## config.mk

```make
export PLATFORM = sky130hd
export DESIGN_NAME = imm_extend_pipe
export DESIGN_NICKNAME = d
export VERILOG_FILES = /design/src/rtl/imm_extend_pipe.sv
export SDC_FILE = /design/constraint.sdc
export NUM_CORES = 1
export LEC_CHECK = 0
export ABC_CLOCK_PERIOD_IN_PS = 3700
export CORE_ASPECT_RATIO = 1.4
export CORE_MARGIN = 2
export CORE_UTILIZATION = 56
export DETAILED_ROUTE_END_ITERATION = 10
export PLACE_DENSITY = 0.92
export SYNTH_ARGS = -nofsm -noshare
export SYNTH_HDL_FRONTEND = slang
export SYNTH_SLANG_ARGS = --single-unit
```

## constraint.sdc

```tcl
create_clock -name clk -period 3.7 [get_ports clk]
set_input_delay 0.74 -clock clk [delete_from_list [all_inputs] [get_ports clk]]
set_output_delay 0.74 -clock clk [all_outputs]
set_load 0.02 [all_outputs]
```

## src/rtl/imm_extend_pipe.sv

```systemverilog
// Decode-stage immediate generator: combinational format decode feeding a
// 2-entry registered skid FIFO with valid/ready, stall and flush.

module imm_decode #(
    parameter int DATA_WIDTH = 32
) (
    input  logic [24:0]           instr,
    input  logic [2:0]            imm_src,
    output logic [DATA_WIDTH-1:0] imm,
    output logic                  illegal
);
    // instr holds instruction bits [31:7], so instruction bit k is instr[k-7].
    // Every format is first built as a 32-bit sign-correct value; the zero-extended
    // formats always have bit 31 clear, so a plain sign extension widens all of them.
    logic [31:0] v32;

    always_comb begin
        v32     = '0;
        illegal = 1'b0;
        case (imm_src)
            3'b000: v32 = {{20{instr[24]}}, instr[24:13]};
            3'b001: v32 = {{20{instr[24]}}, instr[24:18], instr[4:0]};
            3'b010: v32 = {{20{instr[24]}}, instr[0], instr[23:18], instr[4:1], 1'b0};
            3'b011: v32 = {{12{instr[24]}}, instr[12:5], instr[13], instr[23:14], 1'b0};
            3'b100: v32 = {instr[24:5], 12'b0};
            3'b101: v32 = {27'b0, instr[12:8]};
            3'b110: v32 = (DATA_WIDTH == 64) ? {26'b0, instr[18:13]} : {27'b0, instr[17:13]};
            default: illegal = 1'b1;
        endcase
    end

    generate
        if (DATA_WIDTH == 64) begin : g_w64
            assign imm = {{32{v32[31]}}, v32};
        end else if (DATA_WIDTH == 32) begin : g_w32
            assign imm = v32;
        end else begin : g_bad
            $error("imm_decode: DATA_WIDTH must be 32 or 64");
        end
    endgenerate
endmodule

module imm_extend_pipe #(
    parameter int DATA_WIDTH = 32,
    parameter int TAG_WIDTH  = 32
) (
    input  logic                  clk,
    input  logic                  rst_n,
    input  logic                  in_valid,
    output logic                  in_ready,
    input  logic [24:0]           instr,
    input  logic [2:0]            imm_src,
    input  logic [TAG_WIDTH-1:0]  in_tag,
    input  logic                  flush,
    output logic                  out_valid,
    input  logic                  out_ready,
    output logic [DATA_WIDTH-1:0] imm_ext,
    output logic [TAG_WIDTH-1:0]  out_tag,
    output logic                  illegal
);
    typedef struct packed {
        logic [DATA_WIDTH-1:0] imm;
        logic [TAG_WIDTH-1:0]  tag;
        logic                  ill;
    } entry_t;

    typedef enum logic [1:0] {EMPTY, ONE, FULL} state_t;

    state_t state, state_nxt;
    logic   head, tail, head_nxt, tail_nxt;
    entry_t mem [2];
    entry_t dec_e, head_e;
    logic   acc, pop;

    imm_decode #(.DATA_WIDTH(DATA_WIDTH)) u_dec (
        .instr   (instr),
        .imm_src (imm_src),
        .imm     (dec_e.imm),
        .illegal (dec_e.ill)
    );
    assign dec_e.tag = in_tag;

    // Ready looks only at registered state (and reset), never at out_ready.
    assign in_ready  = rst_n && (state != FULL);
    assign out_valid = (state != EMPTY);
    assign acc       = in_valid && in_ready;
    assign pop       = out_valid && out_ready;

    always_comb begin
        state_nxt = state;
        head_nxt  = head;
        tail_nxt  = tail;
        if (flush) begin
            state_nxt = EMPTY;
            head_nxt  = 1'b0;
            tail_nxt  = 1'b0;
        end else begin
            if (acc) tail_nxt = ~tail;
            if (pop) head_nxt = ~head;
            case (state)
                EMPTY:   if (acc) state_nxt = ONE;
                ONE:     if (acc && !pop) state_nxt = FULL;
                         else if (pop && !acc) state_nxt = EMPTY;
                FULL:    if (pop) state_nxt = ONE;
                default: state_nxt = EMPTY;
            endcase
        end
    end

    always_ff @(posedge clk or negedge rst_n) begin
        if (!rst_n) begin
            state <= EMPTY;
            head  <= 1'b0;
            tail  <= 1'b0;
        end else begin
            state <= state_nxt;
            head  <= head_nxt;
            tail  <= tail_nxt;
        end
    end

    always_ff @(posedge clk or negedge rst_n) begin
        if (!rst_n) begin
            mem[0] <= '0;
            mem[1] <= '0;
        end else if (acc && !flush) begin
            mem[tail] <= dec_e;
        end
    end

    assign head_e  = mem[head];
    assign imm_ext = out_valid ? head_e.imm : '0;
    assign out_tag = out_valid ? head_e.tag : '0;
    assign illegal = out_valid ? head_e.ill : 1'b0;
endmodule
```

==> results of run 1 <==
==> power by group through the flow <==
stage                     Sequential [mW]  Clock [mW]  Combinational [mW]
final                                1.96        1.77               0.950
after global routing                 1.99        1.86                1.04
after CTS                            1.95        1.78               0.953
after detailed placement             1.97           0               0.937
after global placement               1.94           0               0.881
after floorplan                      1.90           0               0.611
==> flip-flops by register name (all words and copies together), names as in the netlist <==
name and count:
mem 130, state 2, head 1, tail 1
==> final cells by class <==
cell class | count | area (um^2)
flip-flops and latches | 134 | 3360
multi-input cells | 476 | 3010
inverters | 1 | 3.75
repair buffers | 144 | 1450
well taps | 144 | 180
clock inverters | 9 | 149
clock buffers | 23 | 468
fillers | 740 | 2780
==> cell families after synthesis <==
| family | Yosys count | share of synthesized area (%) |
|---|---|---|
| xor gates and xnor gates | 2 | 0.266 |
| buffers and inverters | 51 | 3.52 |
| DFF | 134 | 51.0 |
| AOI/OAI and AO/OA | 105 | 8.56 |
| and+or+nand+nor | 252 | 15.8 |
| muxes | 117 | 20.9 |
==> per-stage QoR <==
step           total power, mW  cells  worst slack [ps]
4_1_cts                   4.69    931               571
5_1_grt                   4.88    931               522
2_1_floorplan             2.51    661              1650
3_3_place_gp              2.82    899               807
6_report                  4.68    931               595
3_5_place_dp              2.91    899               745
==> layer usage <==
| layer | GRT usage [%] | vias to the layer above |
|---|---|---|
| met5 | 0 | - |
| met4 | 10.7 | 0 |
| met3 | 5.89 | 41 |
| met2 | 48.2 | 256 |
| met1 | 35.6 | 2678 |
| li1 | - | 2441 |
==> worst min path at each step <==
| stage | start | to | slack (ps) | depth (start not counted) |
|---|---|---|---|---|
| after global routing | rst_n | mem[115] | 140 | 1 |
| after detailed placement | mem[23] | mem[23] | 460 | 2 |
| after CTS | rst_n | mem[115] | 140 | 1 |
| after floorplan | rst_n | head | 440 | 0 |
| final | rst_n | mem[115] | 150 | 1 |
| after global placement | mem[17] | mem[17] | 460 | 2 |
==> synthesized netlist by cell type (all sizes together) (2+ instances only) <==
cell type	count	area share [%]
nor2	68	3.9
and4b	4	0.61
dfrtp	134	51
nand2b	8	0.76
nand2	154	8.8
o22a	7	0.93
nand3b	2	0.23
and2	3	0.29
o21ai	60	4.6
clkbuf	34	1.9
mux2i	69	10
a31oi	4	0.38
buf	16	1.5
xor2	2	0.27
nor2b	7	0.67
mux2	48	10
a21oi	31	2.4
==> impl_metrics.toml, run 1 <==
[outcome]
outcome = "complete, no violations"

[clock_network]
cts_max_level = 4
cts_resized = 0
cts.sinks = 134
cts_buffer_depth = 2
post-cts-setup-buffer-count = 0
numCtsBuffers = 17
cts_root_buf = "clkbuf_16"
cts_tree = "yes"
cts_hold_buf = 0
clk_pin_slew_ps = 60
clk_latency_ps = 410

[placed_design]
gp_congestion = 0.896
place_area_mm2 = 0.00800
dpl.hpwl_um = 11500
port-buffer-count = 131

[timing]
worstMarginPinSlew_ps = 1270
max_freq_mhz = 322
clock_skew_ps = 10.4
fin_setup_tns_ps = 0
relSlewSlack_pct = 15.2
finalCritPeriodShare_pct = 83.9
rsz0062_at_grt = "no"
fin_crit_ps = 3100
maxSlewViolCount = 0
finalSetupViolCount = 0
holdWs_ps = 148
hold_viol_final = 0

[critical_path]
path_cells = "buf_4, mux2i_1, nor2_1, clkdlybuf4s50_1"
crit_end = "out_tag[11]"
rr_startpoint = "state[1]"
arrival_ps = 2360
r2r_end = "mem[86]"
cpMaxStageDelayCell = "dfrtp_4"
path_max_fanout = 22
crit_type = "register to output port"
ff2ff_path_depth = 3
crit_path_start_kind = "register"
cpPeakStageDelay_ps = 680
worstPathRequired_ps = 2960
path_buf_inv = 2
cpLargestDelayFamily = "buffers and inverters"
rrSetupSlack_ps = 1400
endpoint_kind = "output port"
startpoint = "head"
crit_cells = 4

[detailed_routing]
wl_met3_um = 1000
vias = 5416
wl_um = 17400
highest_layer = "met4"
drt-initial-drc-count = 354
antenna_left = 0
wl_met1_um = 6850
dr.pass1.iters = 5
vias_per_cell = 5.82
drc = 0
wl_met2_um = 9110
wl_per_cell_um = 18.7

[yosys]
synth_fp_nets = 726
yosysWarnings = 0
synth_edf_count = 0
synth_area_mm2 = 0.00658
ys_types = 32
synthArstFlopShare_pct = 100
synth_seq_cells = 134
ys_seq_area_share_pct = 51.0
netlist_instances = 661
yosys_most_used_dff = "dfrtp_1"
syn_avg_cell_area_um2 = 9.96

[global_route]
grt_pass1_wl_um = 28300
gr-total-overflow = 0
grt_pass1_vias = 5739
grt_antenna_before_repair = 0
grt_max_degree = 84
track_usage_pct = 28.6

[pwr]
pwr-share-comb_pct = 20.3
irDropWorstVdd_v = 0.000316
p_sw_mw = 1.26
p_per_area_mw_per_mm2 = 543
seq_power_share_pct = 41.9
total_leakage_power_nw = 3.84
power_frac_clock_pct = 37.8
p_int_mw = 3.41
switching_share_pct = 27.0

[die]
die_area_mm2 = 0.0126
initial_core_util_pct = 57.8
core-area_mm2 = 0.0114
die_h_um = 132
die_w_um = 95.6
rows = 46
ios = 132

[worst_hold_path]
min_path_type = "input pin to asynchronous set/reset pin"

[cells_and_area]
syn_to_final_growth_pct = 31.0
final_core_utilization_pct = 75.6
final_cell_mix = "nand2_1, dfrtp_1, clkdlybuf4s50_1, mux2i_1, nor2_1"
stdcell_area_mm2 = 0.00862
n_antenna_cell = 0
fin_nets = 839
drive_above_1_share_pct = 11.6
final_common_cell = "nand2_1"

[flow_run]
drv_cap = 0
(Power assumes the default switching activity.)
==> run 2: changes to the inputs <==
==> config.mk (replaced) <==
export PLATFORM = sky130hd
export DESIGN_NAME = imm_extend_pipe
export DESIGN_NICKNAME = d
export VERILOG_FILES = /design/src/rtl/imm_extend_pipe.sv
export SDC_FILE = /design/constraint.sdc
export NUM_CORES = 1
export LEC_CHECK = 0
export ABC_CLOCK_PERIOD_IN_PS = 2980
export CORE_ASPECT_RATIO = 1.4
export CORE_MARGIN = 2
export CORE_UTILIZATION = 52
export DETAILED_ROUTE_END_ITERATION = 10
export PLACE_DENSITY = 0.87
export SYNTH_ARGS = -nofsm -noshare
export SYNTH_HDL_FRONTEND = slang
export SYNTH_SLANG_ARGS = --single-unit
==> constraint.sdc (replaced) <==
create_clock -name clk -period 2.98 [get_ports clk]
set_input_delay 0.596 -clock clk [delete_from_list [all_inputs] [get_ports clk]]
set_output_delay 0.596 -clock clk [all_outputs]
set_load 0.02 [all_outputs]
==> run 2 against run 1 <==
Effect of this change:
- clock-buffer cell count is 5 lower
- sequential share of layout area is 0.085 points lower
- final area is 0.22% higher
- hold slack better by 270 ps
- first-iteration DRC count is 32% lower
- global-route usage is 4.4 points lower
- cell count is 0.86% higher
- clock power is 21% higher
- power is 22% higher
==> impl_metrics.toml, run 2 (same netlist as run 1, synthesis figures left out) <==
[outcome]
outcome = "complete, no violations"

[critical_path]
startpoint = "head"
cpMaxStageDelayCell = "dfrtp_4"
cpPeakStageDelay_ps = 590
path_cells = "buf_12, mux2i_1, nor2_1, clkdlybuf4s50_1"
endpoint_kind = "output port"
arrival_ps = 2240
worstPathRequired_ps = 2380
crit_type = "register to output port"
ff2ff_path_depth = 4
r2r_end = "mem[86]"
rr_startpoint = "state[1]"
rrSetupSlack_ps = 1010
path_max_fanout = 28
crit_path_start_kind = "register"

[cells_and_area]
final_core_utilization_pct = 69.8
final_common_cell = "nand2_1"
top_regs = "mem x130, state x2"
fin_nets = 841
top_register = "mem"
syn_to_final_growth_pct = 31.2
fillers = 899
n_antenna_cell = 0
largest_reg_flops = 130
final_cell_mix = "nand2_1, dfrtp_1, clkdlybuf4s50_1, mux2i_1, nor2_1"
drive_above_1_share_pct = 12.3

[die]
rows = 48
die_h_um = 137
die_w_um = 99.1
initial_core_util_pct = 53.2
core-area_mm2 = 0.0124
die_area_mm2 = 0.0136
ios = 132

[detailed_routing]
wl_per_cell_um = 17.0
drt-initial-drc-count = 241
vias_per_cell = 5.58
antenna_left = 0
wl_um = 16000
dr.pass1.iters = 5
drc = 0
vias = 5238

[timing]
max_freq_mhz = 353
maxSlewViolCount = 0
relSlewSlack_pct = 37.8
finalSetupViolCount = 0
fin_crit_ps = 2830
fin_setup_tns_ps = 0
hold_viol_final = 0
clock_skew_ps = 7.04
rsz0062_at_grt = "no"
finalCritPeriodShare_pct = 95.0
worstMarginPinSlew_ps = 933

[pwr]
total_leakage_power_nw = 3.83
irDropWorstVdd_v = 0.000464
power_mw = 5.71
p_per_area_mw_per_mm2 = 661

[clock_network]
cts_buffer_depth = 2
cts.sinks = 134
cts_tree = "yes"
clk_latency_ps = 420
post-cts-setup-buffer-count = 0
clk_pin_slew_ps = 60
cts_resized = 0
numCtsBuffers = 17
cts_max_level = 4
cts_root_buf = "clkbuf_16"
cts_hold_buf = 0

[global_route]
met3_usage_pct = 5.67
track_usage_pct = 24.2
gr-total-overflow = 0
busiest_layer = "met2"
grt_pass1_vias = 5421
use_met2_pct = 40.9
grt_pass1_wl_um = 26100
met1_usage_pct = 30.3
grt_antenna_before_repair = 0
grt_max_degree = 92

[placed_design]
dpl.hpwl_um = 10600
port-buffer-count = 131
gp_congestion = 0.882

[flow_run]
drv_cap = 0

[worst_hold_path]
min_path_type = "input pin to asynchronous set/reset pin"
==> run 2: layout make-up <==
class | instances | area (um^2) | share of cell area, %
flip-flops and latches | 134 | 3360 | 38.9
multi-input cells | 476 | 3020 | 35.0
repair buffers | 146 | 1460 | 16.9
clock buffers | 18 | 429 | 4.97
well taps | 150 | 188 | 2.17
clock inverters | 14 | 175 | 2.03
inverters | 1 | 3.75 | 0.0435
==> run 2: layer usage <==
metal | share of wire [%] | vias up
li1 | - | 2445
met2 | 51 | 170
met5 | 0 | -
met1 | 42 | 2595
met3 | 5.4 | 28
met4 | 1.6 | 0
==> run 2: how the worst max path moves through the flow <==
stage | cells after the start | endpoint | slack [ps]
final | 4 | imm_ext[20] | 150
after global placement | 4 | mem[86] | 510
after floorplan | 5 | imm_ext[22] | 1080
after detailed placement | 5 | mem[59] | 430
after CTS | 4 | imm_ext[22] | 150
after global routing | 4 | imm_ext[20] | 90
==> run 2: stage by stage <==
stage               hold slack [ps]  instances  worst slack (ps)  cell area [um^2]
finish                          421        939               149              8640
global placement                457        907               514              8030
detailed placement              462        907               428              8030
floorplan                       300        661              1080              6580
CTS                             444        939               147              8640
global route                    494        939              90.6              8640
==> run 2: worst max-delay path: cells and delay by family, from the launching register on <==
family	cells	cell delay (ps)
buffers and inverters	2	820
flip-flops	1	590
multiplexers	1	310
AND/OR/NAND/NOR	1	70
==> run 2: where the power goes <==
part,switching (mW),internal [mW]
combinational,0.549,0.604
sequential,0.218,2.19
clock,0.822,1.32
